$ cat config.mk
export PLATFORM = sky130hd
export DESIGN_NAME = palette_lookup_arbiter
export DESIGN_NICKNAME = d
export VERILOG_FILES = /design/src/rtl/palette_lookup_arbiter.sv
export SDC_FILE = /design/constraint.sdc
export NUM_CORES = 1
export LEC_CHECK = 0
export CAP_MARGIN = 10
export CORE_ASPECT_RATIO = 0.75
export CORE_MARGIN = 5
export CORE_UTILIZATION = 40
export CTS_CLUSTER_DIAMETER = 60
export DETAILED_ROUTE_END_ITERATION = 10
export PLACE_DENSITY_LB_ADDON = 0.25
export REMOVE_ABC_BUFFERS = 1
export SYNTH_ARGS = -nofsm -noshare
export SYNTH_HDL_FRONTEND = slang
export SYNTH_SLANG_ARGS = --single-unit
$ cat constraint.sdc
create_clock -name Clk -period 3.65 [get_ports Clk]
set_clock_uncertainty 0.2 [all_clocks]
set_input_delay 0.73 -clock Clk [delete_from_list [all_inputs] [get_ports Clk]]
set_output_delay 0.73 -clock Clk [all_outputs]
set_load 0.1 [all_outputs]
$ cat src/rtl/palette_lookup_arbiter.sv
// Round-robin arbiter sharing one palette lookup port among sprite renderers,
// with a frame-counted flash sequencer that can swap a requester's bank for blink effects.
module palette_lookup_arbiter #(
  parameter int NUM_REQ      = 4,
  parameter int BANK_W       = 2,
  parameter int FLASH_BANK   = 3,
  parameter int FLASH_FRAMES = 8
) (
  input  logic                         Clk,
  input  logic                         Reset,
  input  logic [NUM_REQ-1:0]           req,
  input  logic [NUM_REQ*BANK_W-1:0]    req_bank,
  input  logic [NUM_REQ*4-1:0]         req_index,
  input  logic [NUM_REQ-1:0]           flash_en,
  input  logic                         frame_tick,
  output logic [NUM_REQ-1:0]           gnt,
  output logic [BANK_W-1:0]            pal_bank,
  output logic [3:0]                   pal_index,
  input  logic [3:0]                   pal_red,
  input  logic [3:0]                   pal_green,
  input  logic [3:0]                   pal_blue,
  output logic                         rsp_valid,
  output logic [$clog2(NUM_REQ)-1:0]   rsp_id,
  output logic [3:0]                   red,
  output logic [3:0]                   green,
  output logic [3:0]                   blue,
  output logic                         flash_phase
);

  localparam int                ID_W         = $clog2(NUM_REQ);
  localparam logic [BANK_W-1:0] FLASH_BANK_V = BANK_W'(FLASH_BANK);
  localparam logic [3:0]        FCNT_LAST    = 4'(FLASH_FRAMES - 1);
  localparam logic [ID_W-1:0]   LAST_ID      = ID_W'(NUM_REQ - 1);

  logic [ID_W-1:0] ptr_q, ptr_d;
  logic [3:0]      fcnt_q, fcnt_d;
  logic            phase_q, phase_d;
  logic            rsp_valid_q, rsp_valid_d;
  logic [ID_W-1:0] rsp_id_q, rsp_id_d;
  logic [11:0]     rgb_q, rgb_d;

  logic            found;
  logic [ID_W-1:0] win_id;
  int              cand;

  // Scan from the pointer upward with wraparound; the first asserted request wins.
  always_comb begin
    found  = 1'b0;
    win_id = '0;
    cand   = 0;
    for (int i = 0; i < NUM_REQ; i++) begin
      cand = int'(ptr_q) + i;
      if (cand >= NUM_REQ) cand = cand - NUM_REQ;
      if (!found && req[cand]) begin
        found  = 1'b1;
        win_id = ID_W'(cand);
      end
    end
  end

  always_comb begin
    gnt       = '0;
    pal_bank  = '0;
    pal_index = '0;
    if (found) begin
      gnt[win_id] = 1'b1;
      pal_index   = req_index[win_id*4 +: 4];
      pal_bank    = req_bank[win_id*BANK_W +: BANK_W];
      if (phase_q && flash_en[win_id]) pal_bank = FLASH_BANK_V;
    end
  end

  always_comb begin
    ptr_d = ptr_q;
    if (found) ptr_d = (win_id == LAST_ID) ? '0 : win_id + 1'b1;

    fcnt_d  = fcnt_q;
    phase_d = phase_q;
    if (frame_tick) begin
      if (fcnt_q == FCNT_LAST) begin
        fcnt_d  = '0;
        phase_d = ~phase_q;
      end else begin
        fcnt_d = fcnt_q + 4'd1;
      end
    end

    rsp_valid_d = found;
    rsp_id_d    = rsp_id_q;
    rgb_d       = rgb_q;
    if (found) begin
      rsp_id_d = win_id;
      rgb_d    = {pal_red, pal_green, pal_blue};
    end
  end

  always_ff @(posedge Clk) begin
    if (Reset) begin
      ptr_q       <= '0;
      fcnt_q      <= '0;
      phase_q     <= 1'b0;
      rsp_valid_q <= 1'b0;
      rsp_id_q    <= '0;
      rgb_q       <= '0;
    end else begin
      ptr_q       <= ptr_d;
      fcnt_q      <= fcnt_d;
      phase_q     <= phase_d;
      rsp_valid_q <= rsp_valid_d;
      rsp_id_q    <= rsp_id_d;
      rgb_q       <= rgb_d;
    end
  end

  assign rsp_valid             = rsp_valid_q;
  assign rsp_id                = rsp_id_q;
  assign {red, green, blue}    = rgb_q;
  assign flash_phase           = phase_q;

endmodule
==> flow_summary.toml <==
[critical_path]
slowest_delay_ps = 380
cp_slowest_cell = "o32ai_4"
r2r_start = "ptr_q[1]$_SDFFE_PP0P_"
r2r-end = "ptr_q[1]$_SDFFE_PP0P_"
startpoint_type = "input pin"
critPathKind = "input pin to output pin"
critical_path.cell_chain = "dlymetal6s2s_1 -> nand2b_4 -> a21oi_2 -> o32ai_4 -> clkinv_4 -> mux2i_1 -> mux2_2 -> a21oi_4 -> buf_12"
required_ps = 2720
rr_worst_depth = 7
cp-end-kind = "output pin"
cp_max_fo = 6
startpoint = "req[1]"
rrSetupSlack_ps = 1600
worstPathArrival_ps = 2480

[floorplan]
die_height_um = 57.6
rows = 17
die-width_um = 73.5
initial_utilization_pct = 41.5
core_um2 = 2910
pin_count = 73
die_area_um2 = 4230

[global_routing]
grt_pass1_wl_um = 6320
grt_max_degree = 26
grt_antenna_before_repair = 0
grt_pass1_vias = 1354
grt_usage_pct = 19.0
grt-ovfl-total = 0

[synthesis]
synth_ff_type = "dfxtp_1"
synth_area_um2 = 1210
synth_common_cells = "nand2_1 (32), dfxtp_1 (22), a21oi_1 (21)"
yosys.area.top_type = "dfxtp_1"
syn_area_per_cell_um2 = 8.34
yosysMostFrequentCell = "nand2_1"
synth_area_leaders = "dfxtp_1 (36%), mux2i_1 (11%), nand2_1 (9.9%)"
synth.lib_cells_used.distinct = 28
async_reset_ff_share_pct = 0
synth_edf_count = 0
synth_top_area_share_pct = 36.4
ys_seq_area_share_pct = 36.4
syn_inst = 145
ys_seq_elements = 22
synth_warnings = 0

[min_path]
worstHoldEndpoint = "rgb_q[3]$_SDFFE_PP0P_"
min_path_type = "register to register"
min_from = "rgb_q[3]$_SDFFE_PP0P_"
hold_depth = 2

[run_status]
outcome = "complete, no violations"

[cts]
ctsHtreeMaxLevel = 1
clkSinkCount = 22
clockBufferDepth = 2
cts_setup_buffers = 0
cts_buffers = 3
insertion_delay_ps = 250
cts_tree = "done"
ctsHoldBuffers = 0
root_buffer = "clkbuf_8"
path_clk_slew_ps = 70

[route]
wl_um = 3860
first_pass_iters = 4
route.vias.total = 1311
ant_nets = 0
wl_per_cell_um = 14.7
drt_iter0_markers = 23
routed_via_density = 4.98
drc = 0

[final_layout]
area_growth_pct = 83.7
antenna_cells = 0
fin_util_pct = 76.2
nets = 278
n_fill_cell = 203
drive_gt1_share_pct = 20.0

[sta]
finalSetupViolCount = 0
finalSetupTns_ps = 0
min_period_ps = 3410
finalCritPeriodShare_pct = 93.3
slew_headroom_pct = 33.7
slew_violations = 0
grt_setup_unrepaired = "false"
fmax_mhz = 294
worst_pin_slew_ps = 991
finalHoldViolations = 0

[pwr]
powerDensity_nw_per_um2 = 524
leakage_nw = 0.948
ir_drop_v = 0.000296

[place]
place_congestion = 0.856
port_buffers = 72
dp_hpwl_um = 3060

[run]
max_cap_violations = 0
[per-layer routing]
metal | GRT usage [%] | vias up | wire length, µm
li1 | - | 659 | -
met1 | 22.0 | 631 | 1440
met2 | 36.2 | 19 | 2270
met3 | 3.87 | 2 | 135
met4 | 2.33 | 0 | 11
met5 | 0 | - | 0
[worst max path at each step]
stage	cells after the start	endpoint
detailed placement	9	pal_bank[1]
floorplan	5	pal_index[2]
global placement	9	pal_bank[0]
CTS	9	pal_bank[1]
global route	9	pal_bank[1]
finish	9	pal_bank[1]
[through the flow]
step / cells / total power [mW] / hold slack (ps) / area [µm²] / worst slack, ps
after global placement: 258 / 0.973 / 239 / 2110 / 39.1
after CTS: 262 / 1.16 / 256 / 2180 / 21.2
after detailed placement: 258 / 0.984 / 245 / 2110 / -70.4
final: 263 / 1.16 / 257 / 2220 / 245
after floorplan: 138 / 0.709 / 239 / 1160 / -1360
after global routing: 263 / 1.21 / 278 / 2220 / 170
[where the power goes]
part / leakage, nW / total [mW] / internal, mW / switching (mW)
Sequential: 0.182 / 0.273 / 0.258 / 0.0149
Combinational: 0.737 / 0.723 / 0.272 / 0.451
Clock: 0.0288 / 0.168 / 0.0959 / 0.0724
[cell type report]
| cell class | count | area (µm²) | share of cell area, % |
|---|---|---|---|
| clock buffer | 4 | 55.1 | 2.48 |
| tap | 38 | 47.5 | 2.14 |
| sequential | 22 | 440 | 19.8 |
| inverter | 5 | 23.8 | 1.07 |
| timing repair inverter | 1 | 5.00 | 0.225 |
| multi-input combinational | 111 | 751 | 33.8 |
| timing repair buffer | 82 | 898 | 40.5 |
[sequential cells by signal (all words and copies together), names as in the netlist]
register,flops
fcnt_q,4
flash_phase,1
ptr_q,2
rgb_q,12
rsp_id,2
rsp_valid,1
[worst max-delay path: cells and delay by family]
kind / cells / cell delay [ps]
AO/OA/AOI/OAI: 3 / 610
multiplexers: 2 / 460
buffers and inverters: 3 / 500
AND/OR/NAND/NOR: 1 / 160
[timing repair]
item | CTS | global route
resized for setup | 4 | 11
pin swaps | 0 | 1
cloned | 0 | 1
endpoints found under the setup margin | 3 | 4
[placed cells by master (no fill, tap or decap), types with 2 or more instances in the layout]
cell type,n
a211oi_2,3
dlymetal6s2s_1,4
ha_1,5
buf_12,10
nor2_1,6
nand2b_1,3
xor2_1,2
nor2b_1,5
dfxtp_1,22
and2_2,2
nand2_1,32
a211oi_1,3
o22ai_1,3
inv_1,3
buf_4,13
mux2_2,2
a21oi_1,18
a21oi_2,3
clkdlybuf4s50_1,55
mux2i_1,13
nand3_1,2
clkbuf_8,4
[cells by family after synthesis]
| logic type | after synthesis | share of synthesized area (%) |
|---|---|---|
| fa+ha+maj | 5 | 5.18 |
| compound gates | 33 | 18.1 |
| flops | 22 | 36.4 |
| mux | 15 | 12.6 |
| xor+xnor | 2 | 1.45 |
| buf+inv | 12 | 5.18 |
| simple gates | 56 | 21.0 |
Power figures use the tool's default switching activity.
==> RTL edit 1, RTL diff (same settings) <==
`NUM_REQ`: 4 -> 8.
--- a/src/rtl/palette_lookup_arbiter.sv
+++ b/src/rtl/palette_lookup_arbiter.sv
@@ -3,3 +3,3 @@
 module palette_lookup_arbiter #(
-  parameter int NUM_REQ      = 4,
+  parameter int NUM_REQ      = 8,
   parameter int BANK_W       = 2,
Interface: changed (6 resized); port bits go from 73 to 110. No check against the original RTL was run, so the function may have changed too.
==> RTL edit 1 against the unedited design <==
  * The run now ends with setup timing left
  * Critical path type is now flop to primary output
  * Register-to-register slack worse by 2.2 ns
  * Area after synthesis is 89% higher
  * Synthesized cell count is 88% higher
  * Wire length grew to 2.9 times the old value
  * Sequential cell count is 2 higher
  * Global-route usage is 4.3 points higher
  * Design area is 110% higher
  * Worst setup slack worse by 1.6 ns
  * Sequential share of layout area is 9.5 points lower
Power is not shown: default switching activity piles up to over one toggle a cycle in this logic, so the estimate is an artifact.
==> RTL edit 1: results <==
sta:
  finalSetupViolations: 17
  setup_ws_ns: -1.34
  worst_slew_pin_slew_ns: 0.993
  final.setup.tns_ns: -17.12
cts:
  cts_made_buffers: 3
  clkTransAtPathRegs_ns: 0.08
  h-tree-depth: 1
  cts_root_buf: "clkbuf_8"
  clk_latency_ns: 0.26
  clock_path_buffers: 2
finish:
  num-nets-final: 537
  drive_above_1_share_pct: 44.6
  fill_cells: 259
  antenna_cells: 0
  largestRegisters: "rgb_q (12), fcnt_q (4)"
status:
  status: "complete, but fails checks"
  violations: "setup timing"
synthesis:
  synth_area_leaders: "dfxtp_1, mux4_2, nand2_1, a21oi_1, mux2_2"
  ys_warn_count: 0
  synth.distinct_cells: 54
  synthTopCellsByCount: "nand2_1, a21oi_1, dfxtp_1, nor2_1, mux4_2"
  async_flop_share_pct: 0
  yosysSeqAreaShare_pct: 21.0
placed_design:
  hpwl_um: 6790
  port_buffers: 109
  gp_congestion: 0.890
global_routing:
  antenna_found_initial: 0
  grt.total_usage_pct: 23.2
  grt_pass1_vias: 2754
  grt_max_degree: 25
  grt_pass1_wl_um: 14100
detailed_routing:
  dr.pass1.iters: 5
  drt_iter0_markers: 287
  via_per_inst: 6.03
  wl_um: 11300
worst_hold_path:
  hp-class: "flop to flop"
worst_setup_path:
  crit_fanout: 7
  arrival_ns: 4.06
==> RTL edit 1: path summary, 6_finish.rpt <==
kind	start	endpoint	slack (ns)	cells past startpoint
max	ptr_q[1]	pal_bank[1]	-1.34	15
min	rgb_q[6]	rgb_q[6]	0.25	2
max reg2reg	ptr_q[1]	ptr_q[0]	-0.55	19
min reg2reg	rgb_q[6]	rgb_q[6]	0.25	2
==> RTL edit 1: layout make-up <==
class | instances | area, sq um | share of cell area (%)
Multi-Input combinational cell | 220 | 2090 | 44.8
Timing Repair Buffer | 190 | 1880 | 40.3
Sequential cell | 24 | 483 | 10.3
Tap cell | 75 | 93.8 | 2.01
Inverter | 13 | 61.3 | 1.31
Clock buffer | 3 | 41.3 | 0.884
Timing Repair inverter | 1 | 16.3 | 0.348
==> RTL edit 1: worst max-delay path: stages, from the launching register on <==
cell and delay, ns:
dfxtp_2 0.34, inv_2 0.05, ha_4 0.32, mux2_4 0.32, mux4_2 0.50, or3_4 0.39
a211oi_4 0.29, buf_6 0.16, buf_6 0.12, nand3_1 0.09, o2bb2ai_2 0.16, inv_2 0.22
mux4_2 0.37, a22oi_2 0.20, o21ai_2 0.10, buf_12 0.18
==> RTL edit 1: metal layers <==
| metal | GRT usage (%) | part of all wire (%) |
|---|---|---|
| met5 | 0 | 0 |
| met3 | 4.67 | 8.5 |
| met4 | 3.99 | 5.5 |
| met2 | 40.7 | 49 |
| met1 | 30.9 | 37 |
==> RTL edit 1: logic make-up after synthesis <==
family / after synthesis / share of synthesized area (%)
XOR/XNOR: 5 / 1.92
flip-flops: 24 / 21.0
multiplexers: 35 / 26.3
adder cells (fa/ha/maj): 5 / 2.74
buffers and inverters: 28 / 5.58
AND/OR/NAND/NOR: 102 / 20.2
AO/OA/AOI/OAI: 73 / 22.2
==> RTL edit 1: timing repair <==
item / CTS / global route
buffers inserted: 5 / 16
pin swaps: 13 / 21
cloned: 0 / 1
resized for setup: 63 / 66
setup endpoints to repair: 32 / 18
endpoints found under the hold margin: 0 / 0
==> RTL edit 1: stage by stage <==
step	setup WS, ns	instance area [sq um]	std cells
6_report	-1.34	4670	526
5_1_grt	-1.41	4670	526
4_1_cts	-1.20	4260	511
3_5_place_dp	-1.50	3980	503
3_3_place_gp	-1.44	3980	503
2_1_floorplan	-3.45	2210	257
==> RTL edit 2, RTL diff (same flow settings) <==
Without the edit above. Put a register stage on the output `green`. The value now appears one clock later. The other outputs are not delayed to match.
--- a/src/rtl/palette_lookup_arbiter.sv
+++ b/src/rtl/palette_lookup_arbiter.sv
@@ -33,2 +33,4 @@
   localparam logic [ID_W-1:0]   LAST_ID      = ID_W'(NUM_REQ - 1);
+
+  logic [3:0] green_d;
 
@@ -116,5 +118,9 @@
   assign rsp_id                = rsp_id_q;
-  assign {red, green, blue}    = rgb_q;
+  assign {red, green_d, blue}    = rgb_q;
   assign flash_phase           = phase_q;
 
+  always_ff @(posedge Clk) begin
+    green <= green_d;
+  end
+
 endmodule
Function: changed (Yosys sat finds a counterexample within 4 cycles, from zero or initial values and one cycle with Reset high).
==> RTL edit 2 against the unedited design <==
  * Power fell by 5.1%
  * Wire length up 0.57%
  * Non-clock buffer count increased by 2
  * Worst setup slack worse by 0.081 ns
  * Area after synthesis up 11%
  * Sequential power is 16% higher
  * Sequential cell count increased by 4
  * Design area up 3.6%
==> RTL edit 2: results <==
power:
  p_sw_share_pct: 42.8
  p_comb_share_pct: 55.2
  intPower_mw: 0.632
  p_leak_nw: 0.990
synthesis:
  synth_mux_area_share_pct: 14.5
  synthTopCellsByCount: "nand2_1, dfxtp_1, a21oi_1, mux2i_1, buf_4"
  avgSynthCellArea_sq_um: 8.70
  synth_area_leaders: "dfxtp_1, mux2i_1, nand2_1, a21oi_1, buf_4"
  synth_compound_area_share_pct: 13.3
  yosysSeqAreaShare_pct: 38.8
global_routing:
  met2_usage_pct: 32.0
  use_met3_pct: 4.97
  grt_util_met1_pct: 21.3
  grt.total_usage_pct: 17.6
detailed_routing:
  wl_um: 3880
  drt-met1-wl_um: 1600
finish:
  final-clk-cell-share_pct: 2.39
  inv_count: 3
  largestRegisters: "rgb_q (12), fcnt_q (4), green (4)"
  drive_above_1_share_pct: 17.6
sta:
  relSlewSlack_pct: 34.6
placed_design:
  pre_cts_ws_ns: -0.0768
  post_dp_cell_area_sq_mm: 0.00218
status:
  status: "finished clean"
die:
  dieArea_sq_mm: 0.00462
==> RTL edit 2: changes by cell type in the layout (fill, tap and decap cells not counted), sizes merged, moves of 2 or more <==
cell | before | now
dfxtp | 22 | 26
a211oi | 6 | 1
dlymetal6s2s | 4 | 2
nand2b | 4 | 2
o22ai | 3 | 5
mux2i | 13 | 16
and2 | 2 | 4
nor2b | 5 | 1
clkinv | 2 | 0
nand2 | 32 | 34
buf | 23 | 25
==> RTL edit 2: critical path, cell delays in order <==
cell,delay [ns]
clkdlybuf4s50_1,0.57
nor2_1,0.11
nor3_4,0.22
buf_4,0.18
mux2_1,0.34
a21oi_2,0.20
buf_12,0.19
==> RTL edit 2: path summary, 6_finish.rpt <==
path | end | slack [ns] | cells after the start
min reg2reg | green[1] | 0.15 | 0
max | pal_bank[0] | 0.16 | 7
max reg2reg | ptr_q[1] | 1.62 | 8
min | green[1] | 0.15 | 0
